--- src/rtl/rr_arb_mux.sv ---
// rr_arb_mux: N-channel arbiting mux into a one-entry valid/ready output register.
// Round-robin (RR=1) or fixed lowest-index priority (RR=0).
module rr_arb_mux #(
    parameter int WIDTH = 32,
    parameter int N     = 4,
    parameter bit RR    = 1,
    localparam int SELW = (N <= 2) ? 1 : (N <= 4) ? 2 : 3
) (
    input  logic               clk,
    input  logic               reset_n,
    input  logic [N-1:0]       in_valid,
    input  logic [N*WIDTH-1:0] in_data,
    output logic [N-1:0]       in_ready,
    output logic               out_valid,
    output logic [WIDTH-1:0]   out_data,
    output logic [SELW-1:0]    out_sel,
    input  logic               out_ready
);
    logic             out_valid_q;
    logic [WIDTH-1:0] out_data_q, out_data_d;
    logic [SELW-1:0]  out_sel_q, ptr_q, ptr_d, gidx, j;
    logic [N-1:0]     grant;
    logic             load, xfer;

    // Scan backwards from ptr+N-1 to ptr so the last hit is the first in rotation order.
    // With RR=0 the pointer stays at 0, giving lowest-index priority.
    always_comb begin
        grant = '0;
        gidx  = '0;
        j     = '0;
        for (int k = N - 1; k >= 0; k--) begin
            j = SELW'((int'(ptr_q) + k) % N);
            if (in_valid[j]) begin
                grant    = '0;
                grant[j] = 1'b1;
                gidx     = j;
            end
        end
    end

    assign load       = ~out_valid_q | out_ready;
    assign in_ready   = (reset_n && load) ? grant : '0;
    assign xfer       = |in_ready;
    assign out_data_d = in_data[gidx*WIDTH +: WIDTH];
    assign ptr_d      = RR ? ((gidx == SELW'(N - 1)) ? '0 : gidx + 1'b1) : '0;

    always_ff @(posedge clk) begin
        if (!reset_n) begin
            out_valid_q <= 1'b0;
            out_data_q  <= '0;
            out_sel_q   <= '0;
            ptr_q       <= '0;
        end else if (xfer) begin
            out_valid_q <= 1'b1;
            out_data_q  <= out_data_d;
            out_sel_q   <= gidx;
            ptr_q       <= ptr_d;
        end else if (out_ready) begin
            out_valid_q <= 1'b0;
        end
    end

    assign out_valid = out_valid_q;
    assign out_data  = out_data_q;
    assign out_sel   = out_sel_q;
endmodule

--- config.mk ---
export PLATFORM = sky130hd
export DESIGN_NAME = rr_arb_mux
export DESIGN_NICKNAME = d
export VERILOG_FILES = /design/src/rtl/rr_arb_mux.sv
export SDC_FILE = /design/constraint.sdc
export NUM_CORES = 1
export LEC_CHECK = 0
export CORE_MARGIN = 1.5
export CORE_UTILIZATION = 30
export CTS_CLUSTER_DIAMETER = 200
export DETAILED_ROUTE_END_ITERATION = 8
export PLACE_DENSITY = 0.78
export SYNTH_ARGS = -nofsm -noshare
export SYNTH_HDL_FRONTEND = slang
export SYNTH_SLANG_ARGS = --single-unit
--- constraint.sdc ---
create_clock -name clk -period 10.1 [get_ports clk]
set_input_delay 2.02 -clock clk [delete_from_list [all_inputs] [get_ports clk]]
set_output_delay 2.02 -clock clk [all_outputs]
set_load 0.05 [all_outputs]
==> metrics.md, run 1 <==
| Metric | Value |
|---|---|
| Slew at the pin with the worst max-slew slack | 1.07 ns |
| RSZ-0062 raised after global routing | false |
| Critical path, cell by cell | clkdlybuf4s50_1 -> mux4_2 -> or4bb_1 -> a311oi_2 -> clkdlybuf4s50_1 |
| Maximum resistive drop on vdd | 0.298 mV |
| Final std cells w/o fill | 591 |
| CP Data Required Time | 8.08 ns |
| Post-CTS Repair Setup Buffers | 0 |
| Path type of the worst min-delay path | reg2reg |
| Minimum hold slack | 0.472 ns |
| Final Total Pwr | 0.00168 W |
| Clk slew on worst S/H paths | 0.08 ns |
| Final Hold Fails | 0 |
| Synth Flop Type | dfxtp_1 |
| Gate count after technology mapping | 334 |
| Post-DRT Antenna Nets | 0 |
| CP Max Fanout | 14 |
| Final layout net count | 622 |
| Clock H-tree levels | 2 |
| Maximum number of pins on one net before global-route repair | 71 |
| Cell Pwr Density | 360 mW/mm2 |
| Via count of the first global-routing pass | 2,952 |
| Vertical extent of the die | 99.8 um |
| Overall die area | 0.00996 mm2 |
| Post-DP HPWL | 6.73 mm |
| Wire length of the first global-routing pass | 14.6 mm |
| Slowest-stage cell, CP | clkdlybuf4s50_1 |
| Nets in the synthesized netlist | 477 |
| F_max | 142 MHz |
| Outcome | finished clean |
| Hold path cells | 2 |
| Sum of negative setup slack | 0 ns |
| Sinks on Clock Net | 37 |
| TritonCTS clock tree | built |
| Number of synthesis warnings | 0 |
| Most numerous cell on the critical path | clkdlybuf4s50_1 |
| Worst path arrival time | 5.04 ns |
| Share of flip-flops with an asynchronous set or reset after synthesis | 0% |
| Final Max Tran Viols | 0 |
| Final wirelength | 9.35 mm |
| Grt total ovfl | 0 |
| DRC violations left | 0 |
| CTS Buf Count | 5 |
| Vias per std cell | 5.42 |
| Max-Slew Margin vs Limit | 28.0% |
| Crit start category | primary input |
| Mean post-synth cell area | 8.42 um2 |
| Leading area contributor after synthesis | dfxtp_1 |
| Core ar. | 0.00915 mm2 |
| Yosys reg bits | 37 |
| Initial DRT Pass Iterations | 5 |
| Placer's final routability congestion estimate | 0.787 |
| Area grow syn2layout | 65.6% |
| CTS hold repair buffers | 0 |
| ANT cells | 0 |
| Largest cells by area after synthesis | dfxtp_1, a211oi_1, and3_1 |
| Final cycle utilization of the critical path | 69.9% |
| Worst Path Class, Setup | in2out |
| Detailed-route via count | 3,202 |
| Share of the synthesized area in the top cell type | 26.3% |
| Register-to-Register Path Depth | 8 |
| Number of distinct library cells after synthesis | 33 |
| Count of buffers from port buffering | 173 |
| Core utilization of the finished layout | 50.9% |
| Ratio of cells with drive above 1 in the final layout | 6.88% |
| Seq/Total Area, Yosys | 26.3% |
| Sort of element at the end of the critical path | output pin |
| Setup clock skew after layout | 0.00904 ns |
| Crit-path max cell delay | 0.87 ns |
| I/O Pins | 174 |
| Iteration-0 DRC Markers | 100 |
| Post-cts repair resize count | 0 |
| Average detailed-routed wire length per instance | 15.8 um |
| Number of antenna violations at the first check in global routing | 0 |
| Worst skew pair latency | 0.29 ns |
| Leakage power of the design | 1.76 nW |
| Root cell of the clock tree | clkbuf_8 |
| # placed instances | 583 |
| Count of flip-flops with a built-in enable after synthesis | 0 |
| Initial standard-cell utilization of the core | 30.7% |
| Chip width | 99.8 um |
| Maximum clock path buffer count | 2 |
| Cell Area, Synth | 0.00281 mm2 |
| Global Route Usage Sum | 18.1% |
| Max_cap viols | 0 |
| Std-Cell Rows | 35 |
| Time the worst path needs with I/O delays and setup | 7.06 ns |
| Final-report setup violation count | 0 |
-- critical path: cells and delay by family --
| kind | cells | cell delay (ns) |
|---|---|---|
| and+or+nand+nor | 1 | 0.57 |
| muxes | 1 | 0.66 |
| buffers and inverters | 2 | 1.39 |
| AOI/OAI and AO/OA | 1 | 0.39 |
-- report_power, final --
part	switching, W	internal [W]
Clock	0.0000541	0.0000477
Combinational	0.000813	0.000490
Sequential	0.0000455	0.000226
Total	0.000913	0.000763
-- cells in the mapped netlist, types with 5 or more instances --
master / instances
and3_1: 64
a211oi_1: 64
o31ai_1: 25
o31ai_2: 7
ha_1: 8
nand2_1: 5
clkbuf_1: 32
nor2b_1: 7
dfxtp_1: 37
nand3_1: 32
inv_1: 5
-- flip-flops by register name, summed over array words and instances, names as in the netlist --
register / cells
out_sel: 2
ptr_q: 2
out_data: 32
out_valid: 1
-- kinds of logic (layout without fill, tap and decap cells) --
family	after synthesis	count (layout)	synth area share (%)
AND/OR/NAND/NOR	122	122	26.5
multiplexers	8	8	4.63
adder cells (fa/ha/maj)	8	8	3.56
buffers and inverters	46	192	7.03
flip-flops	37	37	26.3
AO/OA/AOI/OAI	113	113	31.9
-- cell usage in the layout (no fill, tap or decap) --
cell / count
nand3b_1: 4
clkbuf_8: 5
a21oi_1: 4
a211oi_1: 64
clkinv_1: 1
a31oi_1: 1
inv_1: 5
and2_1: 2
clkinvlp_4: 1
nand2_2: 1
or3_1: 1
or4b_1: 2
clkdlybuf4s50_1: 173
a31o_2: 1
nand3_1: 32
ha_1: 8
mux4_2: 4
nand2_1: 4
o22ai_1: 1
nand2b_1: 1
nor2_1: 1
buf_4: 5
nor2b_1: 7
or4bb_1: 2
o21ai_4: 2
mux2i_1: 4
o31ai_2: 7
nor4_4: 1
dfxtp_1: 37
clkinv_2: 2
o31ai_1: 25
a21o_1: 2
a311oi_2: 4
a21boi_1: 2
and3_1: 64
-- through the flow --
| stage | area [um2] | setup slack [ns] |
|---|---|---|
| floorplan | 2810 | 4.10 |
| global placement | 4570 | 3.12 |
| detailed placement | 4570 | 3.04 |
| CTS | 4660 | 3.03 |
| global route | 4660 | 2.96 |
| finish | 4660 | 3.04 |
-- worst paths after layout --
path                             startpoint                         to  slack (ns)
setup / recovery                in_valid[2]                in_ready[1]        3.04
hold / removal    out_data[12]$_SDFFE_PN0P_  out_data[12]$_SDFFE_PN0P_        0.47
setup reg to reg      ptr_q[0]$_SDFFE_PN0P_      ptr_q[0]$_SDFFE_PN0P_        5.55
hold reg to reg   out_data[12]$_SDFFE_PN0P_  out_data[12]$_SDFFE_PN0P_        0.47
-- area by class of cell --
class / count / area, um2
clock inverter: 3 / 17.5
tap: 111 / 139
timing repair buffer: 178 / 1770
sequential: 37 / 741
inverter: 6 / 22.5
fill: 859 / 4500
clock buffer: 5 / 68.8
multi-input combinational: 251 / 1900
-- routing by layer --
layer	global-route usage, %	up-vias	part of all wire, %
li1	-	1599	-
met4	5.09	0	1.2
met3	4.60	10	7.7
met1	21.0	1460	41
met5	0	-	0
met2	32.9	133	50
(Power assumes the default switching activity.)
==> run 2: changes to the inputs <==
clock period = 7.05 ns   (was 10.1 ns; I/O delays follow)
==> run 2 against run 1 <==
- sequential power rose by 43%
- routed wire length barely moved
- register-to-register slack got worse by 3.0 ns
- critical endpoint unchanged
- critical path depth did not move
- sequential share of layout area fell by 0.10 points
- clock-buffer cell count rose by 2
- die area did not move
- utilization rose by 0.33 points
- worst setup slack got worse by 1.8 ns
==> metrics.md, run 2 (synthesized netlist as in run 1, its figures left out) <==
| Metric | Value |
|---|---|
| ANT cells | 0 (unchanged) |
| Final Max Tran Viols | 0 (unchanged) |
| Post-cts repair resize count | 0 (unchanged) |
| F_max | 171 MHz |
| Slew at the pin with the worst max-slew slack | 1.06 ns (-0.0103 ns) |
| Wire length of the first global-routing pass | 14.7 mm (+1.1%) |
| Post-CTS Repair Setup Buffers | 0 (unchanged) |
| Final-report setup violation count | 0 (unchanged) |
| Final layout net count | 622 (unchanged) |
| Path type of the worst min-delay path | reg2reg |
| Placer's final routability congestion estimate | 0.778 (-1.1%) |
| Most common cell after layout, fill and taps aside | clkdlybuf4s50_1 |
| Overall die area | 0.00996 mm2 (unchanged) |
| CP Data Required Time | 5.64 ns (-2.44 ns) |
| Root cell of the clock tree | clkbuf_8 |
| First element of the critical path | in_valid[2] |
| Max_cap viols | 0 (unchanged) |
| Worst path arrival time | 4.45 ns (-0.59 ns) |
| Iteration-0 DRC Markers | 87 (-13%) |
| Worst skew pair latency | 0.29 ns (about the same) |
| Critical path, cell by cell | clkdlybuf4s50_1 -> mux4_2 -> or4bb_1 -> a311oi_2 -> clkdlybuf4s50_1 |
| Reg-to-reg startpoint | ptr_q[0]$_SDFFE_PN0P_ |
| Vertical extent of the die | 99.8 um (unchanged) |
| Average detailed-routed wire length per instance | 15.8 um (about the same) |
| Std-Cell Rows | 35 (unchanged) |
| Slowest-stage cell, CP | clkdlybuf4s50_1 |
| RSZ-0062 raised after global routing | false |
| Vias per std cell | 5.38 (-0.78%) |
| Sinks on Clock Net | 37 (unchanged) |
| CTS hold repair buffers | 0 (unchanged) |
| Ratio of cells with drive above 1 in the final layout | 6.67% (-0.21 points) |
| Max-Slew Margin vs Limit | 28.7% (+0.69 points) |
| Largest register FFs | 32 (unchanged) |
| Outcome | finished clean |
| Sort of element at the end of the critical path | output pin |
| Time the worst path needs with I/O delays and setup | 5.86 ns |
| Post-DP HPWL | 6.72 mm (-0.17%) |
| Worst Path Class, Setup | in2out |
| Layout fillers | 872 (+1.5%) |
| Crit-path max cell delay | 0.87 ns (about the same) |
| Post-DRT Antenna Nets | 0 (unchanged) |
| Initial DRT Pass Iterations | 4 (-1) |
| Most frequent cells in the layout | clkdlybuf4s50_1, and3_1, a211oi_1 |
| Maximum clock path buffer count | 2 (unchanged) |
| Clk slew on worst S/H paths | 0.07 ns (about the same) |
| Maximum number of pins on one net before global-route repair | 71 (unchanged) |
| Initial standard-cell utilization of the core | 30.7% (unchanged) |
| Final cycle utilization of the critical path | 83.1% |
| Via count of the first global-routing pass | 3,049 (+3.3%) |
| Cell Pwr Density | 522 mW/mm2 (+45%) |
| Worst Hold Launch | out_data[12]$_SDFFE_PN0P_ |
| Maximum resistive drop on vdd | 0.338 mV (+13%) |
| Count of buffers from port buffering | 173 (unchanged) |
| Number of antenna violations at the first check in global routing | 0 (unchanged) |
| Sum of negative setup slack | 0 ns (unchanged) |
| # placed instances | 583 (unchanged) |
| CP Max Fanout | 14 (unchanged) |
| TritonCTS clock tree | built |
| Leakage power of the design | 1.77 nW (+0.83%) |
| Grt total ovfl | 0 (unchanged) |
| CTS Buf Count | 5 (unchanged) |
| Final wirelength | 9.35 mm (about the same) |
| I/O Pins | 174 (unchanged) |
| Reg2reg setup slack | 2.58 ns (-2.97 ns) |
| Detailed-route via count | 3,177 (-0.78%) |
| Global Route Usage Sum | 18.4% (+0.29 points) |
| DRC violations left | 0 (unchanged) |
| Crit start category | primary input |
| Final std cells w/o fill | 591 (unchanged) |
| Most numerous cell on the critical path | clkdlybuf4s50_1 |
| Clock H-tree levels | 2 (unchanged) |
| Final Hold Fails | 0 (unchanged) |
| Setup clock skew after layout | 0.00936 ns (+0.000313 ns) |
| Chip width | 99.8 um (unchanged) |
| Core ar. | 0.00915 mm2 (unchanged) |
| Area grow syn2layout | 66.7% |
==> run 2: layer usage <==
layer	vias to the layer above	wire length [um]	GRT usage, %
met5	-	0	0
met4	0	172	6.07
met3	15	646	5.01
met2	117	4620	32.8
met1	1447	3920	21.4
li1	1598	-	-
==> run 2: cell type report <==
type,count,area [um2],share of cell area (%)
Timing Repair Buffer,178,1770,37.8
Multi-Input combinational cell,251,1900,40.5
Clock buffer,7,86.3,1.84
Inverter,6,22.5,0.481
Sequential cell,37,741,15.8
Tap cell,111,139,2.96
Clock inverter,1,30.0,0.641
==> run 2: metrics by stage <==
stage / cell area [um2] / hold WS (ns) / setup WS [ns] / utilization (%) / power, W
after detailed placement: 4570 / 0.464 / 1.20 / 49.9 / 0.00228
after global routing: 4690 / 0.492 / 1.11 / 51.2 / 0.00264
after floorplan: 2810 / 0.592 / 2.27 / - / 0.00180
after CTS: 4690 / 0.475 / 1.20 / 51.2 / 0.00247
after global placement: 4570 / 0.457 / 1.28 / 49.9 / 0.00223
final: 4690 / 0.471 / 1.19 / 51.2 / 0.00244
==> run 2: path summary, 6_finish.rpt <==
check,to,cells after the start
worst max-delay path,in_ready[1],5
worst min-delay path,out_data[12]$_SDFFE_PN0P_,2
worst max register to register,ptr_q[0]$_SDFFE_PN0P_,8
worst min register to register,out_data[12]$_SDFFE_PN0P_,2
==> run 2: where the power goes <==
group / switching (W) / total, W / internal [W]
Sequential: 0.0000644 / 0.000388 / 0.000323
Clock: 0.0000750 / 0.000190 / 0.000115
Combinational: 0.00116 / 0.00187 / 0.000704
==> run 2: critical path: cells and delay by family <==
| kind | cells | cell delay [ns] |
|---|---|---|
| compound gates | 1 | 0.40 |
| buf+inv | 2 | 1.38 |
| mux | 1 | 0.66 |
| simple gates | 1 | 0.59 |
==> run 3: changes to the inputs <==
clock period = 6.14 ns   (was 7.05 ns; I/O delays follow)
==> run 3 against run 2 <==
- via count grew 0.98%
- non-clock buffer count rose by 1
- flip-flop and latch count is the same
- sequential power is 15% higher
- die area unchanged
- routed wire length up 1.6%
- hold slack worse by 0.0023 ns
- global-route usage is 0.16 points higher
- clock power up 19%
- clock-buffer cell count did not move
- clock skew shrank 0.0061 ns
- critical path type unchanged
- critical endpoint is now in_ready[3]
==> metrics.md, run 3 (synthesized netlist as in run 1, its figures left out) <==
| Metric | Value |
|---|---|
| Outcome | finished clean |
| Vias per std cell | 5.42 (+0.81%) |
| DRC violations left | 0 (unchanged) |
| Maximum resistive drop on vdd | 0.500 mV (+48%) |
| CTS Buf Count | 5 (unchanged) |
| Most common cell after layout, fill and taps aside | clkdlybuf4s50_1 |
| Slew at the pin with the worst max-slew slack | 0.771 ns (-0.292 ns) |
| Setup slack of the critical path after layout | 0.654 ns (-0.539 ns) |
| Hold path cells | 2 (unchanged) |
| Crit-path max cell delay | 0.88 ns (about the same) |
| I/O Pins | 174 (unchanged) |
| Final wirelength | 9.50 mm (+1.6%) |
| Core ar. | 0.00915 mm2 (unchanged) |
| Critical path, cell by cell | clkdlybuf4s50_1 -> mux4_2 -> or4b_1 -> a311oi_2 -> clkdlybuf4s50_1 |
| Average detailed-routed wire length per instance | 16.0 um (+1.4%) |
| Worst Hold Launch | out_data[22]$_SDFFE_PN0P_ |
| Grt total ovfl | 0 (unchanged) |
| Maximum clock path buffer count | 2 (unchanged) |
| Clock H-tree levels | 2 (unchanged) |
| Placer's final routability congestion estimate | 0.795 (+2.1%) |
| Clk slew on worst S/H paths | 0.08 ns (about the same) |
| Count of buffers from port buffering | 173 (unchanged) |
| Worst skew pair latency | 0.29 ns (about the same) |
| FF-to-FF End | ptr_q[0]$_SDFFE_PN0P_ |
| Reg-to-reg startpoint | ptr_q[0]$_SDFFE_PN0P_ |
| Iteration-0 DRC Markers | 95 (+9.2%) |
| Post-placement setup slack | 0.663 ns (-0.536 ns) |
| Std-Cell Rows | 35 (unchanged) |
| Initial standard-cell utilization of the core | 30.7% (unchanged) |
| Total buffers and inverters traversed by the critical path | 2 (unchanged) |
| Final Max Tran Viols | 0 (unchanged) |
| Maximum number of pins on one net before global-route repair | 71 (unchanged) |
| Ratio of cells with drive above 1 in the final layout | 6.86% (+0.19 points) |
| CP Max Fanout | 14 (unchanged) |
| Worst path arrival time | 4.26 ns (-0.19 ns) |
| Root cell of the clock tree | clkbuf_8 |
| Layout fillers | 871 (-0.11%) |
| Detailed-route via count | 3,208 (+0.98%) |
| Max_cap viols | 0 (unchanged) |
| Most numerous cell on the critical path | clkdlybuf4s50_1 |
| CTS hold repair buffers | 0 (unchanged) |
| Worst Path Class, Setup | in2out |
| Vertical extent of the die | 99.8 um (unchanged) |
| Via count of the first global-routing pass | 3,061 (+0.39%) |
| Post-cts repair resize count | 0 (unchanged) |
| Sum of negative setup slack | 0 ns (unchanged) |
| Area grow syn2layout | 66.9% |
| Number of antenna violations at the first check in global routing | 0 (unchanged) |
| Sort of element at the end of the critical path | output pin |
| TritonCTS clock tree | built |
| ANT cells | 0 (unchanged) |
| Most frequent cells in the layout | clkdlybuf4s50_1, and3_1, a211oi_1 |
| Leakage power of the design | 1.78 nW (+0.29%) |
| Time the worst path needs with I/O delays and setup | 5.49 ns |
| Sinks on Clock Net | 37 (unchanged) |
| F_max | 182 MHz |
| Final-report setup violation count | 0 (unchanged) |
| Cell Pwr Density | 600 mW/mm2 (+15%) |
| Initial DRT Pass Iterations | 4 (unchanged) |
| Max-Slew Margin vs Limit | 48.6% (+20 points) |
| Final cycle utilization of the critical path | 89.4% |
| Post-DP HPWL | 6.71 mm (-0.16%) |
| Wire length of the first global-routing pass | 14.9 mm (+1.4%) |
| Global Route Usage Sum | 18.6% (+0.16 points) |
| Path type of the worst min-delay path | reg2reg |
| Crit start category | primary input |
| Final Hold Fails | 0 (unchanged) |
| RSZ-0062 raised after global routing | false |
| Setup clock skew after layout | 0.00326 ns (-0.00610 ns) |
| CP Data Required Time | 4.91 ns (-0.73 ns) |
| Largest register FFs | 32 (unchanged) |
| Worst hold endpoint | out_data[22]$_SDFFE_PN0P_ |
| Post-CTS Repair Setup Buffers | 0 (unchanged) |
| Final layout net count | 623 (+0.16%) |
| Post-DRT Antenna Nets | 0 (unchanged) |
| Reg2reg setup slack | 2.01 ns (-0.57 ns) |
| Slowest-stage cell, CP | clkdlybuf4s50_1 |
| Cell type group with the largest total delay on the critical path | buffers and inverters |
| Register-to-Register Path Depth | 9 (+1) |
| Chip width | 99.8 um (unchanged) |
| Overall die area | 0.00996 mm2 (unchanged) |
==> run 3: cell types whose count changed in the layout (fill, tap and decap cells not counted) <==
cell   before  now
buf_4       5    6
==> run 3: power by group <==
part           switching [W]  internal, W
clock network      0.0000931     0.000133
registers          0.0000742     0.000371
logic                0.00134     0.000810
==> run 3: final cells by class <==
cell class / count / area [um2] / area share, %
clock buffers: 7 / 86.3 / 1.84
repair buffers: 179 / 1780 / 37.9
clock inverters: 1 / 30.0 / 0.640
inverters: 6 / 22.5 / 0.480
flip-flops and latches: 37 / 741 / 15.8
well taps: 111 / 139 / 2.96
multi-input cells: 251 / 1900 / 40.4
==> run 3: worst max path at each step <==
stage                                     start          end  cells after the start
final                               in_valid[2]  in_ready[3]                      5
after floorplan                     in_valid[1]  in_ready[1]                      3
after CTS                           in_valid[2]  in_ready[3]                      5
after global placement              in_valid[2]  in_ready[1]                      5
after detailed placement            in_valid[2]  in_ready[3]                      5
after global routing      ptr_q[0]$_SDFFE_PN0P_  in_ready[3]                      6
==> run 3: per-stage QoR <==
stage / power [W] / hold WS [ns] / utilization, % / instance area, um2 / instances
final: 0.00282 / 0.469 / 51.3 / 4690 / 592
after global routing: 0.00304 / 0.492 / 51.3 / 4690 / 592
after CTS: 0.00285 / 0.473 / 51.3 / 4690 / 592
after detailed placement: 0.00262 / 0.461 / 50.0 / 4580 / 584
after global placement: 0.00257 / 0.455 / 50.0 / 4580 / 584
after floorplan: 0.00206 / 0.592 / - / 2810 / 334
==> run 3: per-layer routing <==
metal | GRT usage, % | part of all wire [%]
met4 | 5.53 | 1.7
met5 | 0 | 0
met1 | 21.8 | 42
met2 | 32.6 | 49
met3 | 5.57 | 8.0
==> run 3: worst min-delay path, stage by stage, from the launching register on <==
cell and delay [ns]:
dfxtp_1 0.31, nand3_1 0.06, o31ai_1 0.05
